<file path="src/rtl/lamp_fpu_sqrt_ctrl.sv">
// rtl/lamp_fpu_sqrt_ctrl.sv - round-robin front end sharing one lampFPU sqrt datapath
//
// Purpose:
//   Accepts one square-root operation at a time from N_REQ requesters
//   (round-robin). It resolves special operands (NaN, negative, zero or
//   subnormal, +inf) locally. Normal operands go to the multi-cycle sqrt core
//   with a single doSqrt pulse, and the core's result is awaited with a
//   timeout. The packed result goes back through a valid/ready response
//   channel.
//
// Ports:
//   clk, rst                          clock, synchronous active-high reset
//   req_valid_i / req_op_i            per-requester request, operand i at [i*W +: W]
//   req_ready_o                       one-hot grant, combinational, only in IDLE
//   rsp_valid_o / rsp_ready_i         response handshake
//   rsp_id_o, rsp_res_o, rsp_flags_o  requester index, {s,e,f}, {inv,ovf,udf,timeout}
//   do_sqrt_o                         one-cycle start pulse to the datapath
//   signum_op_o, ext_exp_op_o,
//   ext_mant_op_o                     unpacked operand, held from ISSUE through WAIT
//   is_inf_op_o, is_zero_op_o         always 0 (specials never reach the core)
//   s_res_i, e_res_i, f_res_i,
//   valid_i, is_overflow_i,
//   is_underflow_i                    datapath result, valid_i single-cycle

module lamp_fpu_sqrt_ctrl #(
  parameter int E_DW    = 8,
  parameter int F_DW    = 7,
  parameter int N_REQ   = 2,
  parameter int TIMEOUT = 32,
  localparam int W      = 1 + E_DW + F_DW,
  localparam int ID_W   = $clog2(N_REQ)
) (
  input  logic               clk,
  input  logic               rst,
  input  logic [N_REQ-1:0]   req_valid_i,
  input  logic [N_REQ*W-1:0] req_op_i,
  output logic [N_REQ-1:0]   req_ready_o,
  output logic               rsp_valid_o,
  input  logic               rsp_ready_i,
  output logic [ID_W-1:0]    rsp_id_o,
  output logic [W-1:0]       rsp_res_o,
  output logic [3:0]         rsp_flags_o,
  output logic               do_sqrt_o,
  output logic               signum_op_o,
  output logic [E_DW:0]      ext_exp_op_o,
  output logic [F_DW:0]      ext_mant_op_o,
  output logic               is_inf_op_o,
  output logic               is_zero_op_o,
  input  logic               s_res_i,
  input  logic [E_DW-1:0]    e_res_i,
  input  logic [F_DW-1:0]    f_res_i,
  input  logic               valid_i,
  input  logic               is_overflow_i,
  input  logic               is_underflow_i
);

  localparam int CNT_W = $clog2(TIMEOUT + 1);
  localparam logic [W-1:0] QNAN = {1'b0, {E_DW{1'b1}}, 1'b1, {(F_DW-1){1'b0}}};

  typedef enum logic [1:0] {
    S_IDLE,
    S_ISSUE,
    S_WAIT,
    S_RESP
  } state_t;

  state_t           state;
  logic [ID_W-1:0]  rr_ptr;
  logic [CNT_W-1:0] wait_cnt;

  logic             grant_found;
  logic [ID_W-1:0]  grant_id;
  logic [ID_W-1:0]  scan_id;
  logic [W-1:0]     op_sel;

  logic             op_s;
  logic [E_DW-1:0]  op_e;
  logic [F_DW-1:0]  op_f;
  logic             e_max;
  logic             e_zero;
  logic             f_zero;
  logic             special;
  logic             spec_inv;
  logic [W-1:0]     spec_res;

  // First valid requester at or after the round-robin pointer, scanning cyclically.
  always_comb begin
    grant_found = 1'b0;
    grant_id    = '0;
    scan_id     = '0;
    for (int k = 0; k < N_REQ; k++) begin
      scan_id = ID_W'((int'(rr_ptr) + k) % N_REQ);
      if (!grant_found && req_valid_i[scan_id]) begin
        grant_found = 1'b1;
        grant_id    = scan_id;
      end
    end
  end

  always_comb begin
    req_ready_o = '0;
    if (state == S_IDLE && grant_found) begin
      req_ready_o[grant_id] = 1'b1;
    end
  end

  always_comb begin
    op_sel = '0;
    for (int k = 0; k < N_REQ; k++) begin
      if (ID_W'(k) == grant_id) begin
        op_sel = req_op_i[k*W +: W];
      end
    end
  end

  assign op_s   = op_sel[W-1];
  assign op_e   = op_sel[W-2 -: E_DW];
  assign op_f   = op_sel[F_DW-1:0];
  assign e_max  = &op_e;
  assign e_zero = ~|op_e;
  assign f_zero = ~|op_f;

  // Classification is evaluated on the granted operand so specials can be
  // answered one cycle after the handshake. Priority order matters: a NaN
  // with the sign bit set is a quiet NaN, not an invalid operation, and a
  // negative zero/subnormal keeps its sign instead of raising invalid.
  always_comb begin
    special  = 1'b1;
    spec_inv = 1'b0;
    spec_res = '0;
    if (e_max && !f_zero) begin
      spec_res = QNAN;
    end else if (op_s && !e_zero) begin
      spec_res = QNAN;
      spec_inv = 1'b1;
    end else if (e_zero) begin
      spec_res = {op_s, {(W-1){1'b0}}};
    end else if (e_max) begin
      spec_res = op_sel;
    end else begin
      special = 1'b0;
    end
  end

  assign is_inf_op_o  = 1'b0;
  assign is_zero_op_o = 1'b0;

  always_ff @(posedge clk) begin
    if (rst) begin
      state         <= S_IDLE;
      rr_ptr        <= '0;
      wait_cnt      <= '0;
      rsp_valid_o   <= 1'b0;
      rsp_id_o      <= '0;
      rsp_res_o     <= '0;
      rsp_flags_o   <= '0;
      do_sqrt_o     <= 1'b0;
      signum_op_o   <= 1'b0;
      ext_exp_op_o  <= '0;
      ext_mant_op_o <= '0;
    end else begin
      case (state)
        S_IDLE: begin
          if (grant_found) begin
            rsp_id_o <= grant_id;
            if (special) begin
              rsp_res_o   <= spec_res;
              rsp_flags_o <= {spec_inv, 3'b000};
              rsp_valid_o <= 1'b1;
              state       <= S_RESP;
            end else begin
              do_sqrt_o     <= 1'b1;
              signum_op_o   <= op_s;
              ext_exp_op_o  <= {1'b0, op_e};
              ext_mant_op_o <= {1'b1, op_f};
              state         <= S_ISSUE;
            end
          end
        end

        S_ISSUE: begin
          do_sqrt_o <= 1'b0;
          wait_cnt  <= '0;
          state     <= S_WAIT;
        end

        S_WAIT: begin
          // A result arriving on the last counted cycle beats the timeout.
          if (valid_i || wait_cnt == CNT_W'(TIMEOUT - 1)) begin
            if (valid_i) begin
              rsp_res_o   <= {s_res_i, e_res_i, f_res_i};
              rsp_flags_o <= {1'b0, is_overflow_i, is_underflow_i, 1'b0};
            end else begin
              rsp_res_o   <= QNAN;
              rsp_flags_o <= 4'b0001;
            end
            rsp_valid_o   <= 1'b1;
            signum_op_o   <= 1'b0;
            ext_exp_op_o  <= '0;
            ext_mant_op_o <= '0;
            state         <= S_RESP;
          end else begin
            wait_cnt <= wait_cnt + CNT_W'(1);
          end
        end

        S_RESP: begin
          if (rsp_ready_i) begin
            rsp_valid_o <= 1'b0;
            rsp_res_o   <= '0;
            rsp_flags_o <= '0;
            rsp_id_o    <= '0;
            rr_ptr      <= (rsp_id_o == ID_W'(N_REQ - 1)) ? '0 : rsp_id_o + ID_W'(1);
            state       <= S_IDLE;
          end
        end

        default: state <= S_IDLE;
      endcase
    end
  end

endmodule

</file>
<file path="config.mk">
export PLATFORM = sky130hd
export DESIGN_NAME = lamp_fpu_sqrt_ctrl
export DESIGN_NICKNAME = d
export VERILOG_FILES = /design/src/rtl/lamp_fpu_sqrt_ctrl.sv
export SDC_FILE = /design/constraint.sdc
export NUM_CORES = 1
export LEC_CHECK = 0
export CAP_MARGIN = 15
export CORE_MARGIN = 4
export CORE_UTILIZATION = 44
export DETAILED_ROUTE_END_ITERATION = 8
export PLACE_DENSITY = 0.8
export SETUP_SLACK_MARGIN = 0.15
export SLEW_MARGIN = 15
export SYNTH_ARGS = -nofsm -noshare
export SYNTH_HDL_FRONTEND = slang
export SYNTH_SLANG_ARGS = --single-unit
</file>
<file path="constraint.sdc">
create_clock -name clk -period 3.64 [get_ports clk]
set_input_delay 1.092 -clock clk [delete_from_list [all_inputs] [get_ports clk]]
set_output_delay 1.092 -clock clk [all_outputs]
set_load 0.05 [all_outputs]
</file>
==> results of run 1 <==
stage by stage:
stage          instance area (µm²)  hold slack (ns)  std cells  setup slack, ns  utilization [%]
3_5_place_dp                  3730            0.446        450            0.156             63.3
5_1_grt                       3830            0.491        458            0.161             65.0
2_1_floorplan                 2660            0.465        283            0.339                -
6_report                      3830            0.469        458            0.241             65.0
4_1_cts                       3820            0.475        458            0.234             65.0
3_3_place_gp                  3730            0.446        450            0.202             63.3
logic make-up after synthesis:
family	count (synthesis)
AOI/OAI and AO/OA	109
other	1
xor gates and xnor gates	4
muxes	17
adders and majority gates	6
DFF	49
buffers and inverters	26
and+or+nand+nor	69
worst paths after layout:
kind	to	cells after the start
setup reg to reg	rsp_res_o[2]	8
setup / recovery	req_ready_o[0]	4
hold / removal	ext_exp_op_o[5]	1
hold reg to reg	ext_exp_op_o[5]	1
where the power goes:
group | switching [mW] | leakage [nW] | internal [mW]
clock | 0.194 | 0.0478 | 0.157
combinational | 0.926 | 1.01 | 0.564
sequential | 0.0640 | 0.400 | 0.648
sequential cells by signal, summed over array words and instances (netlist names):
| signal | cells |
|---|---|
| do_sqrt_o | 1 |
| ext_exp_op_o | 8 |
| ext_mant_op_o | 8 |
| rr_ptr | 1 |
| rsp_flags_o | 4 |
| rsp_id_o | 1 |
| rsp_res_o | 16 |
| rsp_valid_o | 1 |
| signum_op_o | 1 |
| state | 2 |
| wait_cnt | 6 |
layout make-up:
| type | count | area [µm²] |
|---|---|---|
| clock inverters | 2 | 16.3 |
| well taps | 75 | 93.8 |
| fillers | 502 | 2060 |
| flip-flops and latches | 49 | 981 |
| clock buffers | 6 | 82.6 |
| multi-input cells | 208 | 1540 |
| inverters | 8 | 30.0 |
| repair buffers | 110 | 1090 |
placed cells by master, fill, tap and decap left out, types with 5 or more instances in the layout:
cell type	n
o2111ai_1	5
buf_4	13
or4b_2	8
o2bb2ai_1	14
a311oi_1	11
dfxtp_1	49
nand2_1	8
ha_1	6
clkbuf_8	6
mux2i_1	17
nor2_1	13
clkdlybuf4s50_1	95
o21ai_0	23
a21oi_1	31
inv_1	8
per-layer routing:
layer | GRT usage, % | vias up | part of all wire [%]
met4 | 6.33 | 0 | 1.5
met1 | 28.5 | 1237 | 44
met5 | 0 | - | 0
li1 | - | 1299 | -
met2 | 35.2 | 69 | 49
met3 | 3.94 | 11 | 5.0
==> results.cfg, run 1 <==
[synthesis]
synth.area.top_cells = dfxtp_1 37%, mux2i_1 6.4%, a21oi_1 5.9%
synth_compound_area_share_pct = 30.3
ys_seq_area_share_pct = 37.0
synthArstFlopShare_pct = 0
dominantRegCellSynth = dfxtp_1
yosys.area.top_type = dfxtp_1
syn_area_per_cell_um2 = 9.44
synth.distinct_cells = 54
synthesis.area_mm2 = 0.00265
synth_top_area_share_pct = 37.0
synthMuxAreaShare_pct = 6.42
syn_inst = 281
synth_commonest_cells = 49 x dfxtp_1, 31 x a21oi_1, 23 x o21ai_0
ys_warn_count = 0
synth_top_family_by_area = compound AO/OA/AOI/OAI gates
synth_fa_ha_area_share_pct = 2.83
yosysMostFrequentCell = dfxtp_1
synth-simple-area-share_pct = 16.5
synth_edf_count = 0
ys_seq_elements = 49
synthXorXnorAreaFrac_pct = 1.32

[setup_path]
crit_path_max_fanout = 8
setup.worst_path.start_class = primary input
worstPathArrival_ns = 2.31
path_class = primary input to primary output
end_kind = primary output
crit_slowest_cell = clkdlybuf4s50_1
path_delay_family = buffers and inverters
r2r-start = state[0]
cp.buffers_inverters = 2
crit_start = req_valid_i[1]
cp_slowest_stage_delay_ns = 0.63
path_cells = clkdlybuf4s50_1 > o21ai_0 > a21oi_1 > buf_12
r2r_setup_slack_ns = 1.13
cp.required_ns = 2.55

[timing]
relSlewSlack_pct = 47.4
drv_slew = 0
finalCritPeriodShare_pct = 93.4
fin_skew_ns = 0.00946
finalHoldViolations = 0
finalSetupViolCount = 0
tns_ns = 0
grt_setup_unrepaired = false
tightest_slew_ns = 0.768
fmax_mhz = 294
period_minus_slack_ns = 3.40

[finish]
diodes = 0
area_growth_pct = 44.4
drive_gt1_share_pct = 11.5
layout.nets = 444

[clock_tree]
cts_setup_buffers = 0
clk_pin_slew_ns = 0.09
clockBufferDepth = 2
cts.sinks = 49
clk_latency_ns = 0.31
ctsResizeCount = 0
root_buffer = clkbuf_8
numCtsBuffers = 5
hold_buffers = 0
cts_tree = yes
htree_levels = 2

[power_and_ir_drop]
power.leakage_nw = 1.46
vdd_drop_max_uv = 453
p_total_mw = 2.55
power_density_mw_per_mm2 = 667

[floorplan]
dieArea_mm2 = 0.00733
coreArea_mm2 = 0.00589
rows = 28
dieHeight_um = 85.6
start_util_pct = 45.0
fp.dieW_um = 85.6
io-pin-count = 101

[global_routing]
grt_pass1_vias = 2579
grt_usage_pct = 21.4
grt_max_degree = 20
grt_pass1_wl_um = 12600
antenna_found_initial = 0
overflow = 0

[drt]
vias = 2616
avgRoutedWirePerCell_um = 16.4
vias_per_cell = 5.71
drc = 0
routed_wl_um = 7510
drt-pass1-iter-count = 4
ant_nets = 0
drt_iter0_drc = 186

[placement]
hpwl_um = 5800
gp_congestion = 0.851
numPortBuffers = 97

[worst_hold_path]
min-delay-start = ext_exp_op_o[5]
hp-class = register to register

[run]
cap_violations = 0

[run_status]
status = completed
Note: power is estimated with default switching activity, not from simulation.
==> inputs of run 2 (changes only) <==
==> constraint.sdc (replaced) <==
create_clock -name clk -period 3.8 [get_ports clk]
set_input_delay 1.14 -clock clk [delete_from_list [all_inputs] [get_ports clk]]
set_output_delay 1.14 -clock clk [all_outputs]
set_load 0.05 [all_outputs]
==> results.cfg, run 2 (synthesis gave the netlist of run 1 again) <==
[timing]
tns_ns = 0
finalHoldViolations = 0
grt_setup_unrepaired = false
tightest_slew_ns = 0.743
finalCritPeriodShare_pct = 93.7
drv_slew = 0
relSlewSlack_pct = 50.3
period_minus_slack_ns = 3.56
finalSetupViolCount = 0
fin_skew_ns = 0.0125
fmax_mhz = 281

[clock_tree]
root_buffer = clkbuf_8
cts.sinks = 49
clockBufferDepth = 2
numCtsBuffers = 5
cts_setup_buffers = 0
ctsResizeCount = 0
hold_buffers = 0
clk_latency_ns = 0.31
htree_levels = 2
clk_pin_slew_ns = 0.09
cts_tree = yes

[floorplan]
coreArea_mm2 = 0.00589
start_util_pct = 45.0
fp.dieW_um = 85.6
dieHeight_um = 85.6
dieArea_mm2 = 0.00733
rows = 28
io-pin-count = 101

[power_and_ir_drop]
p_switching_mw = 1.14
combPwrFrac_pct = 56.6
swShare_pct = 45.9
p_total_mw = 2.48
internal-power_mw = 1.34
power.leakage_nw = 1.45
vdd_drop_max_uv = 372
seqPwrFrac_pct = 27.4
power_density_mw_per_mm2 = 651
clock_power_share_pct = 16.0

[finish]
largest_reg_flops = 16
diodes = 0
fin_util_pct = 64.7
layout.nets = 440
final_common_cell = clkdlybuf4s50_1
ff_latch_area_um2 = 981
layout_common_cells = 95 x clkdlybuf4s50_1, 49 x dfxtp_1, 31 x a21oi_1
area_growth_pct = 43.7
drive_gt1_share_pct = 9.76
fillers = 518
regMostFlops = rsp_res_o
multi_input_area_mm2 = 0.00153
top_regs = rsp_res_o (16), ext_exp_op_o (8), ext_mant_op_o (8)

[run_status]
status = completed

[setup_path]
end_kind = primary output
path_class = primary input to primary output
path_delay_family = buffers and inverters
worstPathArrival_ns = 2.42
path_cells = clkdlybuf4s50_1 > nand2b_1 > a21oi_1 > buf_12
crit_slowest_cell = clkdlybuf4s50_1
cp_slowest_stage_delay_ns = 0.54
cp.required_ns = 2.66
cp.buffers_inverters = 2
setup.worst_path.start_class = primary input
crit_path_max_fanout = 9

[worst_hold_path]
hp-class = register to register

[drt]
vias_per_cell = 5.80
drt_iter0_drc = 205
drt-pass1-iter-count = 5
avgRoutedWirePerCell_um = 17.1
routed_wl_um = 7750
drc = 0
ant_nets = 0
vias = 2633

[global_routing]
grt_max_degree = 20
overflow = 0
grt_usage_pct = 21.4
grt_pass1_vias = 2696
grt_pass1_wl_um = 12800
antenna_found_initial = 0

[placement]
gp_congestion = 0.838
numPortBuffers = 97
hpwl_um = 5770

[run]
cap_violations = 0
-- run 2: per-layer routing --
layer  wire length, µm  share of wire (%)  vias up  global-route usage (%)
li1                  -                  -     1283                       -
met1              3440                 44     1260                    28.0
met2              3780                 49       80                    34.6
met3               405                5.2       10                    5.28
met4               117                1.5        0                    6.62
met5                 0                  0        -                   0.699
-- run 2: path summary, 6_finish.rpt --
| check | slack, ns | startpoint | depth (start not counted) | endpoint |
|---|---|---|---|---|
| setup / recovery | 0.24 | req_valid_i[0] | 4 | req_ready_o[0] |
| hold / removal | 0.47 | ext_mant_op_o[0] | 1 | ext_mant_op_o[0] |
| setup reg to reg | 0.97 | state[0] | 7 | rsp_res_o[1] |
| hold reg to reg | 0.47 | ext_mant_op_o[0] | 1 | ext_mant_op_o[0] |
-- run 2: through the flow --
stage          instance area [µm²]  instances  hold WS (ns)  setup slack, ns
2_1_floorplan                 2660        283         0.465            0.172
3_3_place_gp                  3690        446         0.446            0.296
3_5_place_dp                  3690        446         0.448            0.221
4_1_cts                       3810        454         0.476            0.250
5_1_grt                       3810        454         0.490            0.153
6_report                      3810        454         0.468            0.240
-- run 2: layout make-up --
class | instances | area share, %
Clock buffer | 7 | 2.27
Clock inverter | 1 | 0.788
Inverter | 8 | 0.788
Multi-Input combinational cell | 208 | 40.2
Sequential cell | 49 | 25.7
Tap cell | 75 | 2.46
Timing Repair Buffer | 106 | 27.8
-- run 2: power by group through the flow --
stage	Clock [mW]	Sequential, mW	Combinational [mW]
floorplan	0	0.995	0.642
global placement	0	0.690	1.36
detailed placement	0	0.690	1.39
CTS	0.395	0.681	1.40
global route	0.415	0.694	1.51
finish	0.396	0.681	1.40
-- run 2: worst register-to-register path, delay by kind of cell, from the launching register on --
family,cells,cell delay [ns]
buf+inv,1,0.10
simple gates,3,1.56
fa+ha+maj,1,0.42
flops,1,0.37
compound gates,2,0.32
==> inputs of run 3 (changes only) <==
--- a/config.mk
+++ b/config.mk
@@ -7,9 +7,10 @@
 export LEC_CHECK = 0
 export CAP_MARGIN = 15
 export CORE_MARGIN = 4
-export CORE_UTILIZATION = 44
+export CORE_UTILIZATION = 40
 export DETAILED_ROUTE_END_ITERATION = 8
-export PLACE_DENSITY = 0.8
+export GPL_TIMING_DRIVEN = 0
+export PLACE_DENSITY = 0.74
 export SETUP_SLACK_MARGIN = 0.15
 export SLEW_MARGIN = 15
 export SYNTH_ARGS = -nofsm -noshare
==> results.cfg, run 3 (synthesis gave the netlist of run 1 again) <==
[setup_path]
path_class = primary input to primary output
crit_top_cell = buf_6
worstPathArrival_ns = 2.43
cp.buffers_inverters = 4
path_cells = clkdlybuf4s50_1 > nand2b_1 > buf_6 > nand2_8 > buf_8 > nor2_1 > buf_6
path_delay_family = buffers and inverters
cp_slowest_stage_delay_ns = 0.46
setup.worst_path.start_class = primary input
crit_path_max_fanout = 10
cp.required_ns = 2.66
crit_slowest_cell = clkdlybuf4s50_1
end_kind = primary output

[finish]
layout.nets = 449
final_cell_area_mm2 = 0.00387
largest_reg_flops = 16
area_growth_pct = 46.1
final_common_cell = clkdlybuf4s50_1
drive_gt1_share_pct = 10.8
diodes = 0
top_regs = rsp_res_o (16), ext_exp_op_o (8), ext_mant_op_o (8)
layout_common_cells = 95 x clkdlybuf4s50_1, 49 x dfxtp_1, 30 x a21oi_1
regMostFlops = rsp_res_o

[drt]
vias = 2665
drc = 0
drt-pass1-iter-count = 4
ant_nets = 0
routed_wl_um = 7920
vias_per_cell = 5.73
avgRoutedWirePerCell_um = 17.0
drt_iter0_drc = 142

[global_routing]
antenna_found_initial = 0
overflow = 0
grt_usage_pct = 19.8
grt_pass1_wl_um = 12400
grt_max_degree = 17
grt_pass1_vias = 2567

[timing]
finalSetupViolCount = 0
period_minus_slack_ns = 3.57
finalHoldViolations = 0
drv_slew = 0
finalCritPeriodShare_pct = 94.0
fin_ws_ns = 0.226
tightest_slew_ns = 0.626
grt_setup_unrepaired = false
fin_skew_ns = 0.00859
fmax_mhz = 280
relSlewSlack_pct = 58.0

[clock_tree]
clk_pin_slew_ns = 0.10
numCtsBuffers = 5
htree_levels = 2
cts_setup_buffers = 0
cts_tree = yes
root_buffer = clkbuf_8
cts.sinks = 49
clockBufferDepth = 2
clk_latency_ns = 0.32

[floorplan]
coreArea_mm2 = 0.00639
dieArea_mm2 = 0.00800
fp.dieW_um = 89.4
io-pin-count = 101
start_util_pct = 41.5
rows = 29
dieHeight_um = 89.4

[power_and_ir_drop]
combPwrFrac_pct = 56.5
power_density_mw_per_mm2 = 638
vdd_drop_max_uv = 389
clock_power_share_pct = 15.9
swShare_pct = 46.7
internal-power_mw = 1.32
p_switching_mw = 1.15
power.leakage_nw = 1.47
seqPwrFrac_pct = 27.6

[placement]
place_area_mm2 = 0.00373
numPortBuffers = 97
pre_cts_ws_ns = -0.755
gp_congestion = 0.902
hpwl_um = 6060

[run]
cap_violations = 0

[worst_hold_path]
hp-class = register to register

[run_status]
status = completed
run 3: changes by cell type in the layout (fill, tap and decap cells not counted), sizes merged:
cell    delta
clkbuf     +5
buf        +2
inv        +1
clkinv     +1
run 3: final cells by class:
| cell class | count | area [µm²] |
|---|---|---|
| clock buffers | 5 | 68.8 |
| flip-flops and latches | 49 | 981 |
| fillers | 567 | 2510 |
| plain buffers | 18 | 133 |
| multi-input cells | 208 | 1550 |
| inverters | 8 | 30.0 |
| repair buffers | 97 | 970 |
| well taps | 77 | 96.3 |
| clock inverters | 3 | 43.8 |
run 3: worst paths after layout:
path                                startpoint        endpoint  slack, ns  cells after the start
worst max-delay path            req_valid_i[0]  req_ready_o[1]       0.23                      7
worst min-delay path            rsp_flags_o[3]  rsp_flags_o[3]       0.47                      2
worst max register to register        state[0]   rsp_res_o[15]       1.08                     10
worst min register to register  rsp_flags_o[3]  rsp_flags_o[3]       0.47                      2
run 3: repair_timing:
action                                  4_1_cts  5_1_grt
endpoints found under the setup margin        2        2
endpoints found under the hold margin         0        0
gates resized for setup                      15        8
hold buffers                                  0        0
run 3: worst min-delay path, stage by stage (launching register included):
cell,delay [ns]
dfxtp_1,0.32
nand2_1,0.05
mux2i_1,0.06
run 3: per-stage QoR:
| stage | hold slack [ns] | util, % | instances | power [mW] | setup TNS [ns] |
|---|---|---|---|---|---|
| floorplan | 0.465 | - | 283 | 1.64 | 0 |
| global placement | 0.447 | 58.3 | 457 | 2.06 | -1.09 |
| detailed placement | 0.447 | 58.3 | 457 | 2.07 | -1.14 |
| CTS | 0.474 | 60.2 | 465 | 2.46 | 0 |
| global route | 0.484 | 60.6 | 465 | 2.61 | 0 |
| finish | 0.470 | 60.6 | 465 | 2.47 | 0 |
run 3: layer usage:
layer / track usage (%) / vias up / wire [µm]
li1: - / 1306 / -
met1: 25.5 / 1261 / 3420
met2: 32.9 / 83 / 3910
met3: 3.50 / 15 / 408
met4: 7.71 / 0 / 180
met5: 0 / - / 0
run 3: power groups by stage:
stage	logic [mW]	clock network [mW]	registers (mW)
finish	1.40	0.392	0.682
global route	1.50	0.413	0.696
global placement	1.37	0	0.688
CTS	1.38	0.395	0.681
floorplan	0.642	0	0.995
detailed placement	1.38	0	0.691
